--- src/rtl/vpe_pkg.sv ---
// Shared opcodes, element-width encodings and FSM states for the vector PE.
// Latency: n/a (declarations only).
// Backpressure: n/a.
package vpe_pkg;

    localparam logic [7:0] OP_VADD = 8'h00;
    localparam logic [7:0] OP_VMUL = 8'h01;
    localparam logic [7:0] OP_VDOT = 8'h02;

    localparam logic [9:0] SEW_8  = 10'd8;
    localparam logic [9:0] SEW_16 = 10'd16;
    localparam logic [9:0] SEW_32 = 10'd32;

    typedef enum logic [1:0] {
        S_IDLE,
        S_MUL,
        S_REDUCE,
        S_FIN
    } state_t;

    // True when both the opcode and the element width are supported.
    function automatic logic op_legal(input logic [7:0] op, input logic [9:0] sew);
        logic sew_ok;
        logic op_ok;
        sew_ok = (sew == SEW_8) || (sew == SEW_16) || (sew == SEW_32);
        op_ok  = (op == OP_VADD) || (op == OP_VMUL) || (op == OP_VDOT);
        return sew_ok && op_ok;
    endfunction

endpackage

--- src/rtl/vpe_serial_mul_lane.sv ---
// One unsigned shift-add multiplier lane with a 2*MAX_SEW partial accumulator.
// Latency: MAX-width product after ceil(width/MUL_BPC) step cycles following load.
// Backpressure: none; the parent sequences load/step and ignores the lane otherwise.
module vpe_serial_mul_lane
    import vpe_pkg::*;
#(
    parameter int MAX_SEW = 32,
    parameter int MUL_BPC = 1
) (
    input  logic               clk,
    input  logic               reset,
    input  logic               load,
    input  logic               step,
    input  logic [MAX_SEW-1:0] mcand,
    input  logic [MAX_SEW-1:0] mplier,
    output logic [MAX_SEW-1:0] prod
);

    logic [2*MAX_SEW-1:0] acc;
    logic [2*MAX_SEW-1:0] acc_nxt;
    logic [2*MAX_SEW-1:0] mcand_sh;
    logic [MAX_SEW-1:0]   mplier_sh;
    logic [2*MAX_SEW-1:0] partial;

    // The low MUL_BPC multiplier bits pick a multiple of the already-shifted multiplicand;
    // prod shows the accumulator as it will be after this cycle, so it is final in the last step.
    always_comb begin
        partial = '0;
        for (int b = 0; b < MUL_BPC; b++) begin
            if (mplier_sh[b]) begin
                partial = partial + (mcand_sh << b);
            end
        end
        acc_nxt = step ? (acc + partial) : acc;
        prod    = acc_nxt[MAX_SEW-1:0];
    end

    // Load clears the accumulator; each step consumes MUL_BPC multiplier bits, LSB first.
    always_ff @(posedge clk) begin
        if (reset) begin
            acc       <= '0;
            mcand_sh  <= '0;
            mplier_sh <= '0;
        end else if (load) begin
            acc       <= '0;
            mcand_sh  <= {{MAX_SEW{1'b0}}, mcand};
            mplier_sh <= mplier;
        end else if (step) begin
            acc       <= acc_nxt;
            mcand_sh  <= mcand_sh << MUL_BPC;
            mplier_sh <= mplier_sh >> MUL_BPC;
        end
    end

endmodule

--- src/rtl/vector_pe_multicycle.sv ---
// Multi-cycle vector PE: lane-wise add, serial multiply and dot-product over packed SEW lanes.
// Latency: vadd/illegal T+1, vmul T+1+SEW/MUL_BPC, vdot T+2+SEW/MUL_BPC from the accept cycle.
// Backpressure: start is only sampled in IDLE; requests while busy or in the done cycle are dropped.
module vector_pe_multicycle
    import vpe_pkg::*;
#(
    parameter int XLEN    = 32,
    parameter int MUL_BPC = 1
) (
    input  logic            clk,
    input  logic            reset,
    input  logic [7:0]      instruction,
    input  logic            start,
    output logic            busy,
    output logic            done,
    output logic            illegal,
    input  logic [XLEN-1:0] opA,
    input  logic [XLEN-1:0] opB,
    input  logic [XLEN-1:0] opC,
    input  logic [9:0]      SEW,
    output logic [XLEN-1:0] peout
);

    localparam int LANES  = XLEN / 8;
    localparam int BPC_LG = $clog2(MUL_BPC);

    state_t          state_q, state_d;
    logic [7:0]      op_q;
    logic [9:0]      sew_q;
    logic [XLEN-1:0] opc_q;
    logic            ill_q;
    logic [5:0]      cnt_q;
    logic            accept;
    logic            ill_in;

    logic [31:0]     lane_prod [LANES];
    logic [XLEN-1:0] add8, add16, add32, add_res;
    logic [XLEN-1:0] mul8, mul16, mul32, mul_res;
    logic [XLEN-1:0] dot_res;

    assign accept = (state_q == S_IDLE) && start;
    assign ill_in = !op_legal(instruction, SEW);

    // Byte lanes are regrouped per SEW: at 16/32 bits only every 2nd/4th lane owns an element.
    for (genvar i = 0; i < LANES; i++) begin : g_lane
        logic [31:0] a16, b16, a32, b32;
        logic [31:0] mcand, mplier;

        assign add8[8*i +: 8] = opA[8*i +: 8] + opB[8*i +: 8];
        assign mul8[8*i +: 8] = lane_prod[i][7:0];

        if (i < LANES/2) begin : g_w16
            assign a16 = 32'(opA[16*i +: 16]);
            assign b16 = 32'(opB[16*i +: 16]);
            assign add16[16*i +: 16] = opA[16*i +: 16] + opB[16*i +: 16];
            assign mul16[16*i +: 16] = lane_prod[i][15:0];
        end else begin : g_n16
            assign a16 = '0;
            assign b16 = '0;
        end

        if (i < LANES/4) begin : g_w32
            assign a32 = opA[32*i +: 32];
            assign b32 = opB[32*i +: 32];
            assign add32[32*i +: 32] = opA[32*i +: 32] + opB[32*i +: 32];
            assign mul32[32*i +: 32] = lane_prod[i][31:0];
        end else begin : g_n32
            assign a32 = '0;
            assign b32 = '0;
        end

        // Lanes that own no element at this width multiply zero so the dot sum can add every lane.
        always_comb begin
            case (SEW)
                SEW_16:  begin mcand = a16; mplier = b16; end
                SEW_32:  begin mcand = a32; mplier = b32; end
                default: begin mcand = 32'(opA[8*i +: 8]); mplier = 32'(opB[8*i +: 8]); end
            endcase
        end

        vpe_serial_mul_lane #(
            .MAX_SEW (32),
            .MUL_BPC (MUL_BPC)
        ) u_lane (
            .clk    (clk),
            .reset  (reset),
            .load   (accept),
            .step   (state_q == S_MUL),
            .mcand  (mcand),
            .mplier (mplier),
            .prod   (lane_prod[i])
        );
    end

    // Result selection: vadd uses the live width at accept, vmul the latched width.
    always_comb begin
        case (SEW)
            SEW_16:  add_res = add16;
            SEW_32:  add_res = add32;
            default: add_res = add8;
        endcase
        case (sew_q)
            SEW_8:   mul_res = mul8;
            SEW_16:  mul_res = mul16;
            SEW_32:  mul_res = mul32;
            default: mul_res = '0;
        endcase
    end

    // Dot product: accumulator plus every lane product truncated to 32 bits, wrapping at XLEN.
    always_comb begin
        dot_res = opc_q;
        for (int i = 0; i < LANES; i++) begin
            dot_res = dot_res + XLEN'(lane_prod[i]);
        end
    end

    // Next-state and handshake outputs.
    always_comb begin
        state_d = state_q;
        busy    = (state_q != S_IDLE);
        done    = (state_q == S_FIN);
        illegal = (state_q == S_FIN) && ill_q;
        case (state_q)
            S_IDLE:   if (start) state_d = (ill_in || instruction == OP_VADD) ? S_FIN : S_MUL;
            S_MUL:    if (cnt_q == 6'd1) state_d = (op_q == OP_VDOT) ? S_REDUCE : S_FIN;
            S_REDUCE: state_d = S_FIN;
            S_FIN:    state_d = S_IDLE;
            default:  state_d = S_IDLE;
        endcase
    end

    // State, operand latches, step counter and the held result; peout is written on the edge into FIN.
    always_ff @(posedge clk) begin
        if (reset) begin
            state_q <= S_IDLE;
            op_q    <= '0;
            sew_q   <= '0;
            opc_q   <= '0;
            ill_q   <= 1'b0;
            cnt_q   <= '0;
            peout   <= '0;
        end else begin
            state_q <= state_d;
            if (accept) begin
                op_q  <= instruction;
                sew_q <= SEW;
                opc_q <= opC;
                ill_q <= ill_in;
                cnt_q <= 6'(SEW >> BPC_LG);
                if (ill_in) begin
                    peout <= '0;
                end else if (instruction == OP_VADD) begin
                    peout <= add_res;
                end
            end
            if (state_q == S_MUL) begin
                cnt_q <= cnt_q - 6'd1;
                if (cnt_q == 6'd1 && op_q == OP_VMUL) begin
                    peout <= mul_res;
                end
            end
            if (state_q == S_REDUCE) begin
                peout <= dot_res;
            end
        end
    end

endmodule

--- config.mk ---
export PLATFORM = sky130hd
export DESIGN_NAME = vector_pe_multicycle
export DESIGN_NICKNAME = d
export VERILOG_FILES = /design/src/rtl/vpe_pkg.sv /design/src/rtl/vpe_serial_mul_lane.sv /design/src/rtl/vector_pe_multicycle.sv
export SDC_FILE = /design/constraint.sdc
export NUM_CORES = 2
export LEC_CHECK = 0
export BUFFER_PORTS_ARGS = -buffer_cell sky130_fd_sc_hd__clkbuf_2
export CAP_MARGIN = 10
export CORE_MARGIN = 1
export CORE_UTILIZATION = 36
export CTS_BUF_LIST = sky130_fd_sc_hd__clkbuf_4 sky130_fd_sc_hd__clkbuf_8 sky130_fd_sc_hd__clkbuf_16
export DETAILED_ROUTE_END_ITERATION = 10
export SLEW_MARGIN = 25
export SYNTH_ARGS = -nofsm -noshare
export SYNTH_HDL_FRONTEND = slang
export SYNTH_SLANG_ARGS = --single-unit
--- constraint.sdc ---
create_clock -name clk -period 19.2 [get_ports clk]
set_input_delay 5.76 -clock clk [delete_from_list [all_inputs] [get_ports clk]]
set_output_delay 5.76 -clock clk [all_outputs]
set_load 0.05 [all_outputs]
* Word level (Yosys, flattened, before mapping)
Index checks and enable logic that the tools add are counted.
** Storage, ports and cells
- Register bits after elaboration :: 731
- Input bits :: 117
- Output and inout port bits :: 35
- Logic and storage cells :: 119
** Cells by class
- $add $sub $neg :: 16
- Equality and inequality tests :: 16
- Muxes and demuxes :: 47
- Reductions and logical operators :: 17
** Operators by type and width (number)
- 32-bit two-way mux :: 26
- 64-bit adder :: 4
- 64-bit two-way mux :: 4
- 32-bit case mux with 2 select lines :: 3
- 32-bit adder :: 5
- 32-bit case mux with 3 select lines :: 1
- 16-bit case mux with 2 select lines :: 2
- 16-bit adder :: 2
- 8-bit adder :: 4
- 8-bit two-way mux :: 4
- 10-bit by 4-bit equality test with 1-bit output (second input constant) :: 2
- 10-bit by 5-bit equality test with 1-bit output (second input constant) :: 2
- 10-bit by 6-bit equality test with 1-bit output (second input constant) :: 2
- 8-bit by 1-bit equality test with 1-bit output (second input constant) :: 2
- 8-bit by 2-bit equality test with 1-bit output (second input constant) :: 2
- 6-bit two-way mux :: 2
- 8-bit logical NOT :: 1
- 2-bit case mux with 4 select lines :: 1
- 6-bit by 1-bit equality test with 1-bit output (second input constant) :: 1
- 2-bit two-way mux :: 3
- 6-bit by 1-bit subtractor with 6-bit output (second input constant) :: 1
- 1-bit logical OR :: 5
- 2-bit equality test (second input constant) :: 2
- 1-bit logical AND :: 4
- 8 further kinds :: 11

* Depth between registers and ports, before layout
- Word-level depth :: 9
- Depth in mapped cells :: 32
- Depth with buffers taken out :: 31

* Modules after synthesis
Synthesis repeated with hierarchy kept, for this count alone.
** Unflattened totals
- Cells, all modules :: 4646
- Area, all modules :: 36032.1 sq um
** Modules (own cells, without submodules)
- vpe_serial_mul_lane at g_lane[0].u_lane ... :: instances 2, cells each 764, area an instance 5997.0 sq um, sequential area each 1921.8 sq um
- vector_pe_multicycle :: instances 1, cells each 1640, area an instance 11936.4 sq um, sequential area each 1821.7 sq um
- vpe_serial_mul_lane at g_lane[3].u_lane :: instances 1, cells each 751, area an instance 6129.6 sq um, sequential area each 1921.8 sq um
- vpe_serial_mul_lane at g_lane[2].u_lane :: instances 1, cells each 727, area an instance 5972.0 sq um, sequential area each 1921.8 sq um

* Least setup slack after synthesis
Ideal clock, no wire load.
- Kind :: input-to-reg
- Start :: input port opA[0]
- End :: register peout[30]
- Library setup time :: 133 ps
- Arrival time :: 8659 ps
- Required time :: 19067 ps
- Path slack :: 10408 ps
- Stages on the path :: 14
- Buffers on the path :: 0
- Cell sequence :: ha_1 -> fa_1 -> a21o_1 -> a21oi_1 -> o21bai_1 -> a2111oi_1 -> o31ai_1 -> a2111oi_1 -> or4_1 -> o21ai_0 -> a21oi_1 -> nor2_1 -> a311oi_1 -> a221oi_2
** Between the ends
- Longest elaborated chain between the ends :: 8
** Ends and longest elaborated chain
- from (decl) :: RTL line vector_pe_multicycle.sv:17 : input logic [XLEN-1:0] opA,
- 32-bit adder (*) :: RTL line vector_pe_multicycle.sv:65 : assign add32[32*i +: 32] = opA[32*i +: 32] + opB[32*i +: 32];
- 32-bit case mux with 2 select lines (*) :: RTL line vector_pe_multicycle.sv:97 : case (SEW)
- 32-bit two-way mux (*) :: RTL line vector_pe_multicycle.sv:153 : end else if (instruction == OP_VADD) begin
- 32-bit two-way mux (*) :: RTL line vector_pe_multicycle.sv:151 : if (ill_in) begin
- 32-bit two-way mux (*) :: RTL line vector_pe_multicycle.sv:145 : if (accept) begin
- 32-bit two-way mux :: RTL line vector_pe_multicycle.sv:159 : if (cnt_q == 6'd1 && op_q == OP_VMUL) begin
- 32-bit two-way mux (*) :: RTL line vector_pe_multicycle.sv:157 : if (state_q == S_MUL) begin
- 32-bit two-way mux (*) :: RTL line vector_pe_multicycle.sv:163 : if (state_q == S_REDUCE) begin
- to (signal assigned) :: RTL line vector_pe_multicycle.sv:154 : peout <= add_res;
- to (signal assigned) :: RTL line vector_pe_multicycle.sv:160 : peout <= mul_res;
- to (signal assigned) :: RTL line vector_pe_multicycle.sv:164 : peout <= dot_res;
- to (decl) :: RTL line vector_pe_multicycle.sv:21 : output logic [XLEN-1:0] peout
Every way passes the cells marked *; elsewhere a longest branch is shown, timed or not.
A chain may end at the register's enable or synchronous reset.

* Worst setup path after layout
Ends and elaborated chain as after synthesis.

==> flow_summary.json <==
{
  "grt_max_degree": 144,
  "io_buffers": 151,
  "grt_pass1_wl_um": 147400,
  "grt.overflow.total": 0,
  "grt_pass1_vias": 24138,
  "io_pins": 152,
  "cp-end-kind": "flop",
  "slew_violations": 0,
  "drive_above_1_share_pct": 9.813,
  "cpMaxStageDelayCell": "a2111oi_1",
  "cp.required_ns": 19.68,
  "synth_nets": 3968,
  "cts_buffers": 49,
  "n_fill_cell": 8283,
  "fin_setup_tns_ns": 0,
  "synth_top_area_share_pct": 27.83,
  "drtAntennaViolNets": 0,
  "gp_congestion": 0.9757,
  "reg2reg_slack_ns": 10.66,
  "critPathArrivalTime_ns": 9.56,
  "drv_cap": 0,
  "htree_levels": 2,
  "synth_top_flop_cell": "dfxtp_1",
  "clock_latency_ns": 0.63,
  "antenna_found_initial": 4,
  "finalSetupViolCount": 0,
  "path_max_fanout": 3,
  "globalRouteTotalUtil_pct": 22.93,
  "start_util_pct": 36.53,
  "via_per_inst": 5.509,
  "cts_sinks": 411,
  "cts_tree": "yes",
  "ir_worst_vdd_v": 0.00009917,
  "route.top_layer_used": "met5",
  "holdCritStartpoint": "opc_q[3]",
  "core_area_mm2": 0.08094,
  "multi_input_area_mm2": 0.01988,
  "cts_resized": 0,
  "syn_to_final_growth_pct": 11.57,
  "synth_area_per_cell_um2": 8.313,
  "hold_end": "opc_q[3]",
  "synth-seq-area-share_pct": 27.83,
  "worstSetupPathType": "in -> reg",
  "fp.dieH_um": 288.6,
  "drc_errors": 0,
  "wl_per_cell_um": 20.59,
  "die_area_mm2": 0.08329,
  "syn_inst": 3557,
  "clock_path_buffers": 3,
  "period_share_pct": 47.29,
  "outcome": "finished, final reports clean",
  "rsz0062_at_grt": "false",
  "syn_area_mm2": 0.02957,
  "cpPeakStageDelay_ns": 0.82,
  "finalPower_mw": 3.026,
  "ys_types": 87,
  "drt-met1-wl_um": 43220,
  "path_cells": "clkbuf_2, ha_1, fa_1, a21o_1, a21oi_1, o21bai_1, a2111oi_1, o31ai_1, a2111oi_1, or4_1, o21ai_0, a21oi_1, nor2_1, a311oi_1, a221oi_2",
  "yosys_warnings": 0,
  "drt_wl_total_um": 96720,
  "cts_setup_buffers": 0,
  "rows": 104,
  "dr_wl_met3_um": 5589,
  "reg2reg_depth": 27,
  "yosysTopAreaCell": "dfxtp_1",
  "power_leakage_nw": 14.49,
  "start_kind": "input port",
  "tightest_slew_ns": 1.225,
  "cts-root-buf": "clkbuf_16",
  "final_nets": 4011,
  "finalCriticalPeriod_ns": 9.080,
  "min_path_cells": 2,
  "ys_ff_latch": 411,
  "initialDrtViolationCount": 2017,
  "seq_area_mm2": 0.008228,
  "synthTopCellsByArea": "dfxtp_1, ha_1, mux2i_1",
  "clock_skew_ns": 0.05067,
  "antennaDiodeCount": 0,
  "cp_top_family": "compound AO/OA/AOI/OAI gates",
  "cts_hold_buf": 0,
  "ys_async_sr_fraction_pct": 0,
  "wl_met2_um": 43600,
  "hold_viol_final": 0,
  "rr_startpoint": "g_lane[0].u_lane.mplier_sh[0]",
  "vias": 25882,
  "firstDrtPassIters": 8,
  "die_w_um": 288.6,
  "place_hpwl_um": 72710,
  "holdCritPathClass": "reg -> reg",
  "cts.clk_slew.worst_paths_ns": 0.06,
  "r2r-end": "peout[30]",
  "critPathBufInv": 1,
  "slew_headroom_pct": 18.05,
  "path_depth": 15,
  "synth-edff-count": 0,
  "powerDensity_mw_per_mm2": 91.73,
  "max_freq_mhz": 110.1
}
## worst register-to-register path, stage by stage, from the launching register on
cell,delay [ns]
dfxtp_1,0.32
buf_4,0.34
and2_1,0.31
ha_1,0.28
a211oi_1,0.25
o21a_1,0.22
o2bb2ai_1,0.22
o21ai_1,0.35
nor2_1,0.29
o21ai_0,0.16
nand2b_1,0.17
a31oi_1,0.57
inv_1,0.21
fa_1,0.51
fa_1,0.52
inv_1,0.05
fa_1,0.50
inv_1,0.07
ha_1,0.35
a21oi_1,0.27
nand3_1,0.13
a211oi_1,0.60
o221ai_1,0.43
a21o_1,0.29
a21oi_1,0.20
o21ai_0,0.12
xnor2_1,0.54
a221oi_2,0.11
## cell families after synthesis
logic type / synth area share [%]
multiplexers: 9.609
buffers and inverters: 5.179
AO/OA/AOI/OAI: 19.52
AND/OR/NAND/NOR: 17.69
XOR/XNOR: 5.205
flip-flops: 27.83
adder cells (fa/ha/maj): 14.98
## where the power goes
| group | switching, mW | internal [mW] |
|---|---|---|
| registers | 0.0772 | 0.932 |
| logic | 0.657 | 0.332 |
| clock network | 0.418 | 0.610 |
## registers in the layout (all words and copies together) (netlist names)
name / count
opc_q: 32
sew_q: 10
cnt_q: 6
state_q: 2
ill_q: 1
g_lane.u_lane.acc: 128
g_lane.u_lane.mplier_sh: 64
op_q: 8
peout: 32
g_lane.u_lane.mcand_sh: 128
## worst max path at each step
| stage | startpoint | end | slack (ns) |
|---|---|---|---|
| detailed placement | opA[0] | peout[30] | 9.57 |
| CTS | opA[0] | peout[30] | 10.20 |
| global route | opA[0] | peout[30] | 9.91 |
| global placement | opA[0] | peout[30] | 9.64 |
| finish | opA[0] | peout[30] | 10.12 |
| floorplan | opA[0] | peout[30] | 10.41 |
## through the flow
| stage | area [µm²] | setup slack [ns] | utilization (%) | hold slack, ns | instances |
|---|---|---|---|---|---|
| after floorplan | 29570 | 10.41 | - | 0.4360 | 3557 |
| after global placement | 31200 | 9.644 | 38.54 | 0.4454 | 4608 |
| after detailed placement | 31200 | 9.571 | 38.54 | 0.4484 | 4608 |
| after CTS | 32980 | 10.20 | 40.74 | 0.4562 | 4697 |
| after global routing | 32990 | 9.905 | 40.76 | 0.4687 | 4698 |
| final | 32990 | 10.12 | 40.76 | 0.4543 | 4698 |
## synthesized netlist by cell type (27+ instances only)
| master | n |
|---|---|
| nand2_1 | 235 |
| o21bai_1 | 28 |
| buf_1 | 34 |
| mux2i_1 | 234 |
| a31oi_1 | 107 |
| nand2b_1 | 27 |
| xor2_1 | 48 |
| nor3_1 | 33 |
| a211oi_1 | 55 |
| a21oi_1 | 271 |
| clkbuf_1 | 138 |
| inv_1 | 215 |
| nor2_1 | 470 |
| mux2_2 | 43 |
| ha_1 | 194 |
| dfxtp_1 | 411 |
| a221oi_1 | 34 |
| fa_1 | 100 |
| nand3_1 | 57 |
| a21o_1 | 93 |
| and2_1 | 134 |
| o21ai_0 | 100 |
| xnor2_1 | 120 |
| nor2b_1 | 69 |
## layout by cell type, fill, tap and decap left out, types with 107 or more instances in the layout
cell,netlist,final
nor2_1,470,469
dfxtp_1,411,411
a21oi_1,271,271
mux2i_1,234,234
nand2_1,235,234
inv_1,215,214
ha_1,194,193
clkbuf_2,0,150
and2_1,134,133
xnor2_1,120,120
a31oi_1,107,107
## per-layer routing
layer	track usage, %	up-vias
li1	-	12606
met1	31.03	12311
met2	36.70	788
met3	2.820	173
met4	9.737	4
met5	0	-
## final cells by class
| type | count | area share [%] |
|---|---|---|
| Multi-Input combinational cell | 2747 | 60.26 |
| Sequential cell | 411 | 24.94 |
| Clock buffer | 67 | 4.354 |
| Tap cell | 1060 | 4.020 |
| Timing Repair Buffer | 176 | 2.939 |
| Inverter | 215 | 2.446 |
| Clock inverter | 22 | 1.043 |
Note: power is estimated with default switching activity, not from simulation.
